`src/rtl/rtype_sequencer_pkg.sv`:
```
// Shared definitions for the R-type sequencer: FSM states, instruction field
// layout, opcode/funct constants and the ALU select codes.
package rtype_sequencer_pkg;

  typedef enum logic [2:0] {
    S_IDLE   = 3'd0,
    S_DECODE = 3'd1,
    S_EXEC   = 3'd2,
    S_WB     = 3'd3,
    S_ERR    = 3'd4
  } state_e;

  localparam int OP_LSB    = 26;
  localparam int RS_LSB    = 21;
  localparam int RT_LSB    = 16;
  localparam int RD_LSB    = 11;
  localparam int SHAMT_LSB = 6;
  localparam int FUNCT_LSB = 0;
  localparam int OP_W      = 6;
  localparam int REG_W     = 5;
  localparam int SHAMT_W   = 5;
  localparam int FUNCT_W   = 6;

  localparam logic [OP_W-1:0] RTYPE_OPCODE = 6'b000000;

  localparam logic [FUNCT_W-1:0] FN_AND  = 6'b100100;
  localparam logic [FUNCT_W-1:0] FN_OR   = 6'b100101;
  localparam logic [FUNCT_W-1:0] FN_ADD  = 6'b100000;
  localparam logic [FUNCT_W-1:0] FN_ADDU = 6'b100001;
  localparam logic [FUNCT_W-1:0] FN_SUB  = 6'b100010;
  localparam logic [FUNCT_W-1:0] FN_SUBU = 6'b100011;
  localparam logic [FUNCT_W-1:0] FN_SLTU = 6'b101011;
  localparam logic [FUNCT_W-1:0] FN_SRA  = 6'b000011;
  localparam logic [FUNCT_W-1:0] FN_SRL  = 6'b000010;
  localparam logic [FUNCT_W-1:0] FN_SLL  = 6'b000000;
  localparam logic [FUNCT_W-1:0] FN_NOR  = 6'b100111;

  // Shifts share one select; the shifter takes its direction from funct.
  localparam logic [2:0] ALU_SHIFT = 3'd0;
  localparam logic [2:0] ALU_AND   = 3'd1;
  localparam logic [2:0] ALU_OR    = 3'd2;
  localparam logic [2:0] ALU_NOR   = 3'd3;
  localparam logic [2:0] ALU_ADD   = 3'd4;
  localparam logic [2:0] ALU_SUB   = 3'd5;
  localparam logic [2:0] ALU_SLTU  = 3'd6;

  localparam int EXEC_CNT_W = 4;

  function automatic logic is_legal_rtype(input logic [OP_W-1:0]    op,
                                          input logic [FUNCT_W-1:0] funct);
    logic funct_ok;
    case (funct)
      FN_AND, FN_OR, FN_ADD, FN_ADDU, FN_SUB, FN_SUBU,
      FN_SLTU, FN_SRA, FN_SRL, FN_SLL, FN_NOR: funct_ok = 1'b1;
      default:                                 funct_ok = 1'b0;
    endcase
    return (op == RTYPE_OPCODE) && funct_ok;
  endfunction

endpackage

```
`src/rtl/rtype_sequencer_control_unit.sv`:
```
// ALU control unit: maps an R-type funct code onto the 3-bit ALU select.
// Unknown codes fall back to the shift select (funct 0 also selects shift).
module rtype_sequencer_control_unit
  import rtype_sequencer_pkg::*;
(
  output logic [2:0]         select_bits_ALU,
  input  logic [FUNCT_W-1:0] alu_funct
);

  always_comb begin
    // NOTE: a default before the case keeps every path assigned, so no latch is inferred.
    select_bits_ALU = ALU_SHIFT;
    case (alu_funct)
      FN_AND:           select_bits_ALU = ALU_AND;
      FN_OR:            select_bits_ALU = ALU_OR;
      FN_NOR:           select_bits_ALU = ALU_NOR;
      FN_ADD, FN_ADDU:  select_bits_ALU = ALU_ADD;
      FN_SUB, FN_SUBU:  select_bits_ALU = ALU_SUB;
      FN_SLTU:          select_bits_ALU = ALU_SLTU;
      default:          select_bits_ALU = ALU_SHIFT;
    endcase
  end

endmodule

```
`src/rtl/rtype_sequencer.sv`:
```
// Multi-cycle R-type sequencer: handshake-in, DECODE, EXEC (EXEC_CYCLES long),
// then WB or ERR, with registered control outputs and a retired counter.
module rtype_sequencer
  import rtype_sequencer_pkg::*;
#(
  parameter int EXEC_CYCLES = 1,
  parameter int CNT_W       = 16
) (
  input  logic               clk,
  input  logic               reset_n,
  input  logic               instr_valid,
  output logic               instr_ready,
  input  logic [31:0]        instr,
  output logic [REG_W-1:0]   rf_rs_addr,
  output logic [REG_W-1:0]   rf_rt_addr,
  output logic [REG_W-1:0]   rf_rd_addr,
  output logic               rf_we,
  output logic [FUNCT_W-1:0] alu_funct,
  output logic [SHAMT_W-1:0] alu_shamt,
  output logic               alu_en,
  output logic [2:0]         select_bits_ALU,
  output logic               done,
  output logic               illegal,
  output logic               busy,
  output logic [CNT_W-1:0]   retired_count
);

  localparam logic [EXEC_CNT_W-1:0] EXEC_INIT = EXEC_CNT_W'(EXEC_CYCLES - 1);

  state_e                state_q;
  logic [31:0]           ir_q;
  logic [EXEC_CNT_W-1:0] exec_cnt_q;
  logic                  ready_q;
  logic                  rf_we_q;
  logic                  alu_en_q;
  logic                  done_q;
  logic                  illegal_q;
  logic [CNT_W-1:0]      retired_q;

  always_ff @(posedge clk or negedge reset_n) begin
    if (!reset_n) begin
      state_q    <= S_IDLE;
      ir_q       <= '0;
      exec_cnt_q <= '0;
      ready_q    <= 1'b0;
      rf_we_q    <= 1'b0;
      alu_en_q   <= 1'b0;
      done_q     <= 1'b0;
      illegal_q  <= 1'b0;
      retired_q  <= '0;
    end else begin
      // NOTE: non-blocking assignments here; every flop samples pre-edge values.
      done_q    <= 1'b0;
      illegal_q <= 1'b0;
      rf_we_q   <= 1'b0;
      case (state_q)
        S_IDLE: begin
          ready_q <= 1'b1;
          if (ready_q && instr_valid) begin
            ir_q    <= instr;
            ready_q <= 1'b0;
            state_q <= S_DECODE;
          end
        end
        S_DECODE: begin
          if (is_legal_rtype(ir_q[OP_LSB +: OP_W], ir_q[FUNCT_LSB +: FUNCT_W])) begin
            exec_cnt_q <= EXEC_INIT;
            alu_en_q   <= 1'b1;
            state_q    <= S_EXEC;
          end else begin
            illegal_q <= 1'b1;
            state_q   <= S_ERR;
          end
        end
        S_EXEC: begin
          if (exec_cnt_q == '0) begin
            alu_en_q  <= 1'b0;
            rf_we_q   <= (ir_q[RD_LSB +: REG_W] != '0);
            done_q    <= 1'b1;
            retired_q <= retired_q + CNT_W'(1);
            state_q   <= S_WB;
          end else begin
            exec_cnt_q <= exec_cnt_q - EXEC_CNT_W'(1);
          end
        end
        S_WB, S_ERR: begin
          ready_q <= 1'b1;
          state_q <= S_IDLE;
        end
        default: state_q <= S_IDLE;
      endcase
    end
  end

  // Field outputs come straight from IR, so they hold their last value in IDLE.
  assign rf_rs_addr    = ir_q[RS_LSB +: REG_W];
  assign rf_rt_addr    = ir_q[RT_LSB +: REG_W];
  assign rf_rd_addr    = ir_q[RD_LSB +: REG_W];
  assign alu_funct     = ir_q[FUNCT_LSB +: FUNCT_W];
  assign alu_shamt     = ir_q[SHAMT_LSB +: SHAMT_W];
  assign instr_ready   = ready_q;
  assign rf_we         = rf_we_q;
  assign alu_en        = alu_en_q;
  assign done          = done_q;
  assign illegal       = illegal_q;
  assign retired_count = retired_q;
  assign busy          = (state_q != S_IDLE);

  rtype_sequencer_control_unit u_control_unit (
    .select_bits_ALU (select_bits_ALU),
    .alu_funct       (alu_funct)
  );

endmodule

```
`config.mk`:
```
export PLATFORM = sky130hd
export DESIGN_NAME = rtype_sequencer
export DESIGN_NICKNAME = d
export VERILOG_FILES = /design/src/rtl/rtype_sequencer_pkg.sv /design/src/rtl/rtype_sequencer_control_unit.sv /design/src/rtl/rtype_sequencer.sv
export SDC_FILE = /design/constraint.sdc
export NUM_CORES = 1
export LEC_CHECK = 0
export CAP_MARGIN = 20
export CORE_MARGIN = 3
export CORE_UTILIZATION = 47
export CTS_CLUSTER_DIAMETER = 50
export DETAILED_ROUTE_END_ITERATION = 8
export HOLD_SLACK_MARGIN = 0.12
export PLACE_DENSITY = 0.83
export SETUP_SLACK_MARGIN = 0.3
export SYNTH_ARGS = -nofsm -noshare
export SYNTH_HDL_FRONTEND = slang
export SYNTH_HIERARCHICAL = 1
export SYNTH_SLANG_ARGS = --single-unit
```
`constraint.sdc`:
```
create_clock -name clk -period 2.3 [get_ports clk]
set_input_delay 0.46 -clock clk [delete_from_list [all_inputs] [get_ports clk]]
set_output_delay 0.46 -clock clk [all_outputs]
set_load 0.01 [all_outputs]
```
==> impl_metrics.yaml <==
finish:
  finish.net_count: 348
  layout-area-overhead-vs-synth_pct: 37.1
  insertedDiodeCount: 0
  drive_above_1_share_pct: 26.0
  final_core_util_pct: 68.2
grt:
  grt_use_total_pct: 17.2
  first_global_vias: 1938
  global_route_wire_length_before_repair_um: 9380
  grt_start_max_net_pins: 61
  antenna_violations_before_repair: 0
  grt_overflow: 0
setup_path:
  regToRegSetupSlack_ps: 470
  critPathLaunchType: "flop"
  worstPathArrival_ps: 1500
  worst-r2r-cell-count: 6
  rr_endpoint: "retired_count[5]$_DFFE_PN0P_"
  crit_fanout: 4
  worstSetupEndpointType: "output port"
  path_class: "flop to output port"
  worst-endpoint-required_ps: 1840
  cp-endpoint: "select_bits_ALU[0]"
  regToRegStartpoint: "exec_cnt_q[0]$_DFFE_PN0P_"
  worst_setup_path_startpoint: "ir_q[2]$_DFFE_PN0P_"
synth:
  synth_warn: 6
  synth_top_area_cell: "sky130_fd_sc_hd__dfrtp_1"
  synth.net_count: 268
  syn_area_per_cell_um2: 12.2
  syn-cell-area_um2: 2810
  ys_seq_elements: 60
  synth_top_area_share_pct: 53.5
  synth.distinct_cells: 40
  synth_top_cells_by_area: "sky130_fd_sc_hd__dfrtp_1, sky130_fd_sc_hd__mux2_2, sky130_fd_sc_hd__buf_4"
  post_synthesis_cells: 230
  synth_seq_area_share_pct: 53.5
sta:
  finalSetupTns_ps: 0
  rsz0062_at_grt: "yes"
  setup_viol: 0
  slew_headroom_pct: 50.6
  final.setup_skew_ps: 5.00
  hold_viol: 0
  period_share_pct: 85.1
  pin_slew_with_the_least_headroom_to_its_limit_ps: 741
  fin_crit_ps: 1960
  slew_viol_final: 0
  fmax_mhz: 511
routing:
  drt-vias-per-instance: 5.02
  via_count: 1943
  postRouteWirelength_um: 5800
  ant_nets: 0
  route.detailed.drc: 0
  route.detailed.wl_per_inst_um: 15.0
  first_pass_iters: 4
  initialDrtViolationCount: 84
min_path:
  hp-class: "input port to asynchronous set/reset pin"
run:
  cap_viol_max_count: 0
floorplan:
  die-area_um2: 6930
  die_width_um: 83.3
  boundaryPins: 86
  total_number_of_placement_rows: 27
  floorplan.initialDensity_pct: 49.7
  core_area_um2: 5640
  die_height_um: 83.3
power:
  ir_drop_v: 0.000798
  post-layout-total-power_w: 0.00440
  p_clk_share_pct: 20.5
  pwr-share-seq_pct: 37.3
  leakage_nw: 1.69
  int_pwr_w: 0.00303
  powerDensity_nw_per_um2: 1140
  share_comb_of_total_power_pct: 42.2
  netSwitchingPower_w: 0.00137
  p_sw_share_pct: 31.2
clock_tree:
  clk-insertion-delay-late_ps: 330
  ctsHtreeMaxLevel: 3
  cts-hold-fix-buffers: 0
  tritoncts_clock_tree: "done"
  cts.sinks: 60
  cts_buffers: 9
  cts_buffer_depth: 2
  cts.reportedPaths.clkPinSlew_ps: 70
  cts_root_buf: "sky130_fd_sc_hd__clkbuf_8"
place:
  place_congestion: 0.773
  dpl.hpwl_um: 4040
  placement.io_buffers: 85
run_status:
  outcome: "completed"
critical path, cell delays in order, from the launching register on:
cell                      delay [ps]
sky130_fd_sc_hd__dfrtp_2         410
sky130_fd_sc_hd__buf_6           120
sky130_fd_sc_hd__and2b_1         180
sky130_fd_sc_hd__xnor2_2         140
sky130_fd_sc_hd__nor3_2          170
sky130_fd_sc_hd__buf_2           150
power groups by stage:
stage          Clock [W]  Combinational, W  Sequential, W
6_report        0.000904           0.00186        0.00164
5_1_grt         0.000988           0.00198        0.00169
3_5_place_dp           0           0.00167        0.00170
4_1_cts         0.000940           0.00177        0.00164
2_1_floorplan          0           0.00118        0.00165
3_3_place_gp           0           0.00163        0.00167
how the worst min path moves through the flow:
| stage | startpoint | end | slack [ps] | cells past startpoint |
|---|---|---|---|---|
| detailed placement | alu_en$_DFFE_PN0P_ | alu_en$_DFFE_PN0P_ | 470 | 1 |
| finish | reset_n | ir_q[1]$_DFFE_PN0P_ | 280 | 2 |
| floorplan | reset_n | alu_en$_DFFE_PN0P_ | 160 | 0 |
| global route | reset_n | ir_q[1]$_DFFE_PN0P_ | 330 | 2 |
| global placement | retired_count[15]$_DFFE_PN0P_ | retired_count[15]$_DFFE_PN0P_ | 460 | 1 |
| CTS | reset_n | ir_q[8]$_DFFE_PN0P_ | 290 | 2 |
layout by cell type (no fill, tap or decap), types with 5 or more instances in the layout:
master	instances
sky130_fd_sc_hd__a21oi_1	5
sky130_fd_sc_hd__buf_4	12
sky130_fd_sc_hd__clkbuf_8	9
sky130_fd_sc_hd__clkdlybuf4s50_1	80
sky130_fd_sc_hd__dfrtp_1	55
sky130_fd_sc_hd__dfrtp_2	5
sky130_fd_sc_hd__inv_1	5
sky130_fd_sc_hd__mux2_2	33
sky130_fd_sc_hd__nand2_1	19
sky130_fd_sc_hd__nand3_1	5
sky130_fd_sc_hd__nor2_1	11
sky130_fd_sc_hd__nor3_1	6
sky130_fd_sc_hd__o21ai_0	5
sky130_fd_sc_hd__xnor2_1	8
sky130_fd_sc_hd__xor2_1	7
what timing repair did:
item                       in CTS  in global routing
resized for setup              12                  5
pin swaps                       0                  2
setup endpoints to repair       5                  4
setup buffers                   5                  6
kinds of logic (layout without fill, tap and decap cells):
kind of cell             Yosys count  in the layout  synth area share (%)
buffers and inverters             35            120                  9.01
flip-flops                        60             60                  53.5
AND/OR/NAND/NOR                   65             65                  13.8
XOR/XNOR                          16             16                  4.99
multiplexers                      34             34                  13.6
AO/OA/AOI/OAI                     17             17                  3.74
adder cells (fa/ha/maj)            3              3                  1.34
sequential cells by signal, indices dropped and copies added (netlist names):
register,cells
exec_cnt_q,4
state_q,3
rf_we,1
illegal,1
ir_q,32
retired_count,16
alu_en,1
done,1
instr_ready,1
per-layer routing:
layer / wire [um] / GRT usage [%] / part of all wire [%] / vias to the layer above
met1: 2390 / 19.9 / 41 / 934
met2: 2910 / 28.2 / 50 / 60
met3: 320 / 4.76 / 5.5 / 16
li1: - / - / - / 933
met4: 185 / 10.4 / 3.2 / 0
met5: 0 / 0 / 0 / -
per-stage QoR:
step / instance area (um^2) / hold slack (ps) / setup WS (ps) / std cells
finish: 3850 / 280 / 343 / 387
global route: 3850 / 325 / 280 / 387
CTS: 3780 / 294 / 59.0 / 381
detailed placement: 3540 / 471 / 297 / 360
global placement: 3540 / 458 / 330 / 360
floorplan: 2810 / 164 / 623 / 230
cell usage after synthesis, drive strengths merged:
| cell | count |
|---|---|
| dfrtp | 60 |
| mux2 | 34 |
| buf | 30 |
| nand2 | 19 |
| nor2 | 12 |
| xnor2 | 9 |
| nor3 | 8 |
| xor2 | 7 |
| a21oi | 5 |
| inv | 5 |
| nand3 | 5 |
| o21ai | 5 |
| and4 | 3 |
| ha | 3 |
| nor3b | 3 |
| or3 | 3 |
| a211oi | 2 |
| and3 | 2 |
| nand4 | 2 |
| nor4 | 2 |
| or3b | 2 |
| a211o | 1 |
| a21o | 1 |
| and2b | 1 |
| nand2b | 1 |
| nor4bb | 1 |
| o211ai | 1 |
| o21bai | 1 |
| o311ai | 1 |
| or2 | 1 |
final cells by class:
cell class	instances	area [um^2]
Fill cell	401	1790
Multi-Input combinational cell	135	1080
Tap cell	72	90.1
Clock buffer	9	124
Sequential cell	60	1510
Clock inverter	7	67.6
Timing Repair Buffer	99	962
Inverter	5	18.8
(Power assumes the default switching activity.)
